File: config.mk
export PLATFORM = sky130hd
export DESIGN_NAME = pixel_stream_tx
export DESIGN_NICKNAME = d
export VERILOG_FILES = /design/src/rtl/dehaze_pkg.sv /design/src/rtl/pix_tag_fifo.sv /design/src/rtl/pixel_stream_tx.sv
export SDC_FILE = /design/constraint.sdc
export NUM_CORES = 1
export LEC_CHECK = 0
export CAP_MARGIN = 20
export CORE_MARGIN = 4
export CORE_UTILIZATION = 52
export DETAILED_ROUTE_END_ITERATION = 16
export GPL_TIMING_DRIVEN = 0
export PLACE_DENSITY = 0.77
export REMOVE_ABC_BUFFERS = 1
export SLEW_MARGIN = 5
export SYNTH_ARGS = -nofsm -noshare
export SYNTH_HDL_FRONTEND = slang
export SYNTH_SLANG_ARGS = --single-unit
File: constraint.sdc
create_clock -name sys_clk -period 2.3 [get_ports sys_clk]
set_input_delay 0.345 -clock sys_clk [delete_from_list [all_inputs] [get_ports sys_clk]]
set_output_delay 0.345 -clock sys_clk [all_outputs]
set_load 0.02 [all_outputs]
File: src/rtl/dehaze_pkg.sv
// Shared constants, state encoding and tag bundle for the pixel transmitter.
package dehaze_pkg;

    localparam int H_ACTIVE_DEF  = 640;
    localparam int V_ACTIVE_DEF  = 480;
    localparam int FRAME_PIX_DEF = H_ACTIVE_DEF * V_ACTIVE_DEF;
    localparam int PIX_W_DEF     = 24;
    localparam int ADDR_W        = 19;
    localparam int CNT_W         = 16;
    localparam int TAG_W         = 3;

    typedef enum logic [1:0] {
        ST_IDLE  = 2'd0,
        ST_FETCH = 2'd1,
        ST_DRAIN = 2'd2
    } tx_state_t;

    typedef struct packed {
        logic sof;
        logic eol;
        logic eof;
    } pix_tag_t;

endpackage

File: src/rtl/pix_tag_fifo.sv
// Four-entry FIFO carrying a pixel word plus its frame tags.
module pix_tag_fifo #(
    parameter int DW = 27
) (
    input  logic          clk,
    input  logic          rst_n,
    input  logic          push,
    input  logic [DW-1:0] push_data,
    input  logic          pop,
    output logic [DW-1:0] head_data,
    output logic          not_empty,
    output logic [2:0]    count
);

    logic [DW-1:0] mem [4];
    logic [1:0]    wr_ptr;
    logic [1:0]    rd_ptr;
    logic          do_push;
    logic          do_pop;

    assign do_pop  = pop && (count != 3'd0);
    assign do_push = push && ((count != 3'd4) || do_pop);

    always_ff @(posedge clk or negedge rst_n) begin
        if (!rst_n) begin
            for (int i = 0; i < 4; i++) begin
                mem[i] <= '0;
            end
            wr_ptr <= '0;
            rd_ptr <= '0;
            count  <= '0;
        end else begin
            if (do_push) begin
                mem[wr_ptr] <= push_data;
                wr_ptr      <= wr_ptr + 2'd1;
            end
            if (do_pop) begin
                rd_ptr <= rd_ptr + 2'd1;
            end
            // push and pop together leave the count alone
            unique case ({do_push, do_pop})
                2'b10:   count <= count + 3'd1;
                2'b01:   count <= count - 3'd1;
                default: count <= count;
            endcase
        end
    end

    assign head_data = mem[rd_ptr];
    assign not_empty = (count != 3'd0);

endmodule

File: src/rtl/pixel_stream_tx.sv
// Frame-buffer to valid/ready pixel stream with sof/eol/eof tags.
// Define PIX_TX_TEST_PATTERN_EN to replace memory reads by an x/y pattern.
module pixel_stream_tx
    import dehaze_pkg::*;
#(
    parameter int H_ACTIVE = H_ACTIVE_DEF,
    parameter int V_ACTIVE = V_ACTIVE_DEF,
    parameter int PIX_W    = PIX_W_DEF
) (
    input  logic              sys_clk,
    input  logic              sys_rst_n,
    input  logic              start,
    output logic              mem_rd_en,
    output logic [ADDR_W-1:0] mem_addr,
    input  logic [PIX_W-1:0]  mem_rd_data,
    output logic [PIX_W-1:0]  picture_data,
    output logic              pix_valid,
    input  logic              pix_ready,
    output logic              sof,
    output logic              eol,
    output logic              eof,
    output logic              busy
);

    localparam int FRAME_PIX = H_ACTIVE * V_ACTIVE;
    localparam int WORD_W    = PIX_W + TAG_W;

    localparam logic [ADDR_W-1:0] LAST_ADDR = ADDR_W'(FRAME_PIX - 1);
    localparam logic [CNT_W-1:0]  LAST_X    = CNT_W'(H_ACTIVE - 1);
    localparam logic [CNT_W-1:0]  LAST_Y    = CNT_W'(V_ACTIVE - 1);

    tx_state_t          state;
    tx_state_t          state_nxt;
    logic [CNT_W-1:0]   x;
    logic [CNT_W-1:0]   y;
    logic               rd_go;
    logic               rd_pend;
    logic               last_rd;
    logic               xfer;
    pix_tag_t           tag_now;
    pix_tag_t           tag_pend;
    pix_tag_t           head_tag;
    logic [PIX_W-1:0]   push_pix;
    logic [WORD_W-1:0]  head_data;
    logic [2:0]         fifo_count;

    // throttle so the FIFO can absorb every read still in flight
    assign rd_go   = (state == ST_FETCH)
                  && ((fifo_count + {2'b00, rd_pend}) <= 3'd2);
    assign last_rd = rd_go && (mem_addr == LAST_ADDR);
    assign xfer    = pix_valid && pix_ready;

    assign tag_now.sof = (x == '0) && (y == '0);
    assign tag_now.eol = (x == LAST_X);
    assign tag_now.eof = (x == LAST_X) && (y == LAST_Y);

    always_comb begin
        state_nxt = state;
        unique case (state)
            ST_IDLE:  if (start)                 state_nxt = ST_FETCH;
            ST_FETCH: if (last_rd)               state_nxt = ST_DRAIN;
            ST_DRAIN: if (xfer && head_tag.eof) state_nxt = ST_IDLE;
            default:                             state_nxt = ST_IDLE;
        endcase
    end

    always_ff @(posedge sys_clk or negedge sys_rst_n) begin
        if (!sys_rst_n) begin
            state    <= ST_IDLE;
            mem_addr <= '0;
            x        <= '0;
            y        <= '0;
            rd_pend  <= 1'b0;
            tag_pend <= '0;
        end else begin
            state   <= state_nxt;
            rd_pend <= rd_go;
            if (rd_go) begin
                tag_pend <= tag_now;
                mem_addr <= last_rd ? '0 : mem_addr + ADDR_W'(1);
                if (x == LAST_X) begin
                    x <= '0;
                    y <= (y == LAST_Y) ? '0 : y + CNT_W'(1);
                end else begin
                    x <= x + CNT_W'(1);
                end
            end
        end
    end

`ifdef PIX_TX_TEST_PATTERN_EN
    logic [PIX_W-1:0] pat_pend;
    logic             unused_rd;

    assign unused_rd = ^mem_rd_data;
    assign mem_rd_en = 1'b0;
    assign push_pix  = pat_pend;

    always_ff @(posedge sys_clk or negedge sys_rst_n) begin
        if (!sys_rst_n) begin
            pat_pend <= '0;
        end else if (rd_go) begin
            pat_pend <= PIX_W'({x[7:0], y[7:0], x[7:0] ^ y[7:0]});
        end
    end
`else
    assign mem_rd_en = rd_go;
    assign push_pix  = mem_rd_data;
`endif

    pix_tag_fifo #(
        .DW (WORD_W)
    ) u_fifo (
        .clk       (sys_clk),
        .rst_n     (sys_rst_n),
        .push      (rd_pend),
        .push_data ({push_pix, tag_pend}),
        .pop       (pix_ready),
        .head_data (head_data),
        .not_empty (pix_valid),
        .count     (fifo_count)
    );

    assign head_tag     = pix_tag_t'(head_data[TAG_W-1:0]);
    assign picture_data = head_data[WORD_W-1:TAG_W];
    assign sof          = pix_valid && head_tag.sof;
    assign eol          = pix_valid && head_tag.eol;
    assign eof          = pix_valid && head_tag.eof;
    assign busy         = (state != ST_IDLE);

endmodule

======== Word-level counts from Yosys, hierarchy flattened ========
Index checks and enable logic that the tools add are counted.
cells by class
  add/subtract/negate cells ............... 8
  order comparisons ....................... 4
  equality and inequality tests ........... 11
  muxes and demuxes ....................... 14
  bitwise gates (word level) .............. 2
  reductions and logical operators ........ 20
operators by type and width
  kind                     count
  $bwmux W108              1
  $mux W27                 3
  $bmux W27 S2             1
  $demux W27 S2            1
  $add A16 B1 Y16 const B  2
  $logic_not A16 Y1        2
  $mux W16                 2
  $add A19 B1 Y19 const B  1
  $eq A19 B19 Y1 const B   1
  $mux W19                 1
  $eq A16 B10 Y1 const B   1
  $eq A16 B9 Y1 const B    1
  $logic_and A1 B1 Y1      11
  $ge A3 B3 Y1 const B     2
  $mux W2                  3
  $ne A2 B2 Y1 const B     3
  $not A2 Y3               2
  $pmux W2 S3              1
  $pmux W3 S2              1
  $add A2 B1 Y2 const B    2
  $eq A2 B1 Y1 const B     2
  $eq A2 B2 Y1 const B     2
  $reduce_bool A2 Y1       2
  $add A3 B1 Y3            1
  other kinds (10)         10
storage, ports and cells
  register bits ........................... 172
  bits of input ports ..................... 28
  word-level logic and storage cells ...... 74

======== Depth between registers and ports, before layout ========
Gate-level depths: netlist of the first run.
  word-level depth ........................ 7
  depth in mapped cells ................... 10
  mapped depth without buffers ............ 9

======== Cells and area by module ========
A second synthesis of the first run with hierarchy kept.
second synthesis, totals
  cell total of the unflattened synthesis .. 588
  area, all modules ....................... 7928.9 um^2
by module, submodules not included
  module           times used  cells each  area an instance (um^2)
  pix_tag_fifo     1           297         5087.4
  pixel_stream_tx  1           291         2841.5

======== Least setup slack after synthesis of the first run ========
No wires, ideal clock.
  path type ............................... register -> register
  start ................................... register u_fifo.count[0]
  end ..................................... register mem_addr[7]
  library setup time ...................... 147 ps
  arrival ................................. 2222 ps
  data required time ...................... 2153 ps
  slack ................................... -69 ps
  stages on the path, launching flop included .. 9
  buffers on the path ..................... 1
  cell sequence ........................... dfrtp_1 -> ha_1 -> ha_1 -> xor2_1 -> a211o_1 -> buf_6 -> or4_4 -> nor3_4 -> o221ai_1
between the ends
  cells in the longest elaborated chain, start to end .. 5
ends and longest elaborated chain
  what                    RTL line               source
  from (decl)             pix_tag_fifo.sv:12     output logic [2:0] count
  from (signal assigned)  pix_tag_fifo.sv:42     2'b10: count <= count + 3'd1;
  from (signal assigned)  pix_tag_fifo.sv:43     2'b01: count <= count - 3'd1;
  from (signal assigned)  pix_tag_fifo.sv:44     default: count <= count;
  $add A3 B1 Y3 *         pixel_stream_tx.sv:49  && ((fifo_count + {2'b00, rd_pend}) <= 3'd2);
  $le A3 B2 Y1 *          pixel_stream_tx.sv:49
  $logic_and A1 B1 Y1 *   pixel_stream_tx.sv:49
  $logic_and A1 B1 Y1     pixel_stream_tx.sv:50  assign last_rd = rd_go && (mem_addr == LAST_ADDR);
  $mux W19                pixel_stream_tx.sv:80  mem_addr <= last_rd ? '0 : mem_addr + ADDR_W'(1);
  to (signal assigned)    pixel_stream_tx.sv:80
  to (decl)               pixel_stream_tx.sv:14  output logic [ADDR_W-1:0] mem_addr,
Mark *: on every way between the ends. The rest lies on a longest branch, timed or not.
A chain may end at the register's enable or synchronous reset.

======== Worst setup path in the final report of the first run ========
  start ................................... register u_fifo.count[0]
  end ..................................... output mem_rd_en
between the ends
  cells in the longest elaborated chain, start to end .. 3
ends and longest elaborated chain
  what                 RTL line               source
  $add A3 B1 Y3        pixel_stream_tx.sv:49
  $le A3 B2 Y1         pixel_stream_tx.sv:49
  $logic_and A1 B1 Y1  pixel_stream_tx.sv:49
  to (decl)            pixel_stream_tx.sv:13  output logic mem_rd_en,
No other way between the ends.

==> out/qor.yml, run 1 <==
cp-end-kind: "output port"
hold_class: "register to register"
insertion_delay_ps: 430
synth_cell_types: 48
antennaDiodeCount: 0
ant_nets: 0
cts.clk_slew.worst_paths_ps: 70
placement.cell_area_mm2: 0.00888
grt_pass1_vias: 5528
antenna_found_initial: 0
vias: 5204
critPathMaxStageDelay_ps: 420
grt_pass1_wl_um: 27700
start_util_pct: 53.8
routabilityCongestion: 0.816
die_y_um: 132
fin_crit_sh_pct: 101
drv_cap: 0
final.min_clock_period_ps: 2330
clockRootBuffer: "clkbuf_16"
clock_skew_ps: 6.55
crit_buf_inv: 2
drt-total-wl_um: 16500
final_common_cell: "dfrtp_1"
critPathArrivalTime_ps: 1980
post_drt_wl_per_cell_um: 18.5
vias_per_cell: 5.81
fin_util_pct: 66.4
postSynth.asyncResetShare_pct: 100
fin_area_mm2: 0.00980
ir_worst_vdd_mv: 0.744
avgSynthCellArea_um2: 13.1
seq_area_mm2: 0.00431
ys_seq_area_share_pct: 54.2
synthesis.area_mm2: 0.00794
slowest_stage: "dfrtp_1"
setup_viol: 1
multiInputGateArea_mm2: 0.00362
yosysWarningCount: 0
core_mm2: 0.0148
drtPass1Iterations: 4
grt_usage_pct: 19.7
finalHoldViolCount: 0
worst-path-max-fanout: 7
dp_cells: 843
area_growth_pct: 23.4
power_leakage_nw: 4.24
grt_max_degree: 98
worst_pin_slew_ps: 719
crit_chain: "ha_2 > ha_4 > xor2_1 > a211o_4 > clkinvlp_4 > buf_6"
die_w_um: 132
drt_drc_violations_left: 0
clock.fmax_mhz: 429
drv_slew: 0
ctsHtreeMaxLevel: 4
crit_type: "register to output port"
design.die.area_mm2: 0.0173
ys.flop_type: "dfrtp_1"
cts_tree: "done"
crit_family: "flip-flops"
rsz0062_at_grt: "true"
clockBufferDepth: 2
critPathLaunchType: "register"
dp_hpwl_um: 10300
syn_inst: 607
io_pins: 77
cp.required_ps: 1960
overflow: 0
drive_above_1_share_pct: 34.1
finalNonFillerCells: 896
fin_nets: 741
rows: 44
dr.first_iter.drc_count: 275
slew_headroom_pct: 52.0
io_buffers: 76
synth-edff-count: 0
numCtsBuffers: 17
outcome: "finished, violations left"
power_density_mw_per_mm2: 1370
fillers: 1037
synth-seq-cells: 172
clock_sinks: 172
setup_ws_ps: -29.1
violations: "negative setup slack"
layout_common_cells: "170 x dfrtp_1, 108 x mux2_2, 46 x clkdlybuf4s50_1"
-- repair_timing --
action                     in CTS  in global routing
buffers inserted               11                  9
gates cloned                    0                  1
hold buffers                    1                  0
setup endpoints to repair      82                146
pin swaps                       8                  7
gates resized for setup        81                 46
hold endpoints to repair       96                  0
-- path summary, 6_finish.rpt --
path | from | end | slack [ps] | depth (start not counted)
hold reg to reg | state[1] | state[0] | 480 | 1
hold / removal | state[1] | state[0] | 480 | 1
max in group asynchronous | sys_rst_n | y[11] | 930 | 3
setup reg to reg | u_fifo.count[0] | x[12] | 10 | 9
min in group asynchronous | sys_rst_n | u_fifo.mem[23] | 560 | 2
setup / recovery | u_fifo.count[0] | mem_rd_en | -30 | 6
-- kinds of logic (layout without fill, tap and decap cells) --
kind of cell / count (synthesis) / count (layout) / synth area share (%)
adder cells (fa/ha/maj): 13 / 13 / 2.14
multiplexers: 137 / 137 / 23.2
XOR/XNOR: 35 / 35 / 3.86
AND/OR/NAND/NOR: 154 / 154 / 10.1
AO/OA/AOI/OAI: 46 / 46 / 3.73
flip-flops: 172 / 172 / 54.2
buffers and inverters: 50 / 155 / 2.69
-- cell type report --
| class | count | share of cell area [%] |
|---|---|---|
| sequential | 172 | 44.0 |
| multi-input combinational | 385 | 36.9 |
| timing repair buffer | 101 | 10.1 |
| clock buffer | 17 | 4.34 |
| tap | 184 | 2.35 |
| clock inverter | 14 | 1.39 |
| inverter | 23 | 0.920 |
-- where the power goes --
part           total (mW)  internal (mW)  switching (mW)
logic                5.73           3.10            2.63
clock network        2.75           1.51            1.24
registers            4.98           4.16           0.812
total                13.5           8.78            4.68
-- per-stage QoR --
| step | setup WS, ps | TNS (ps) | hold WS, ps | power (mW) |
|---|---|---|---|---|
| 6_report | -29.1 | -29.1 | 477 | 13.5 |
| 5_1_grt | -97.7 | -361 | 503 | 14.2 |
| 4_1_cts | -117 | -341 | 477 | 13.2 |
| 3_5_place_dp | -756 | -42640 | 431 | 10.4 |
| 3_3_place_gp | -5650 | -1086010 | 453 | 10.1 |
| 2_1_floorplan | -193 | -2830 | 49.4 | 8.31 |
-- metal layers --
layer	track usage [%]	vias up	part of all wire [%]	routed length (um)
met1	25.1	2702	44	7300
met4	5.95	0	1.2	192
li1	-	2385	-	-
met5	0	-	0	0
met2	33.7	103	51	8470
met3	4.59	14	3.5	579
-- sequential cells by signal (all words and copies together), names as in the netlist, 3 cells and up --
register	cells
tag_pend	3
y	16
u_fifo.count	3
x	16
mem_addr	19
u_fifo.mem	108
-- synth_stat cells (all sizes together), types with 10 or more instances --
cell / number / area (um2)
xor2: 13 / 114
ha: 12 / 150
buf: 17 / 90.1
nand4: 11 / 68.8
mux4: 27 / 608
and3: 10 / 62.6
xnor2: 22 / 193
inv: 23 / 86.3
dfrtp: 172 / 4300
o21ai: 22 / 110
clkbuf: 10 / 37.5
nand3: 27 / 135
mux2: 108 / 1220
nand2: 33 / 124
nor2: 26 / 97.6
(Power assumes the default switching activity.)
==> run 2: changes to the inputs <==
ABC_AREA = 0   (was not set)
==> results of run 2 <==
Final layout, timing and power as in run 1 (identical DEF).
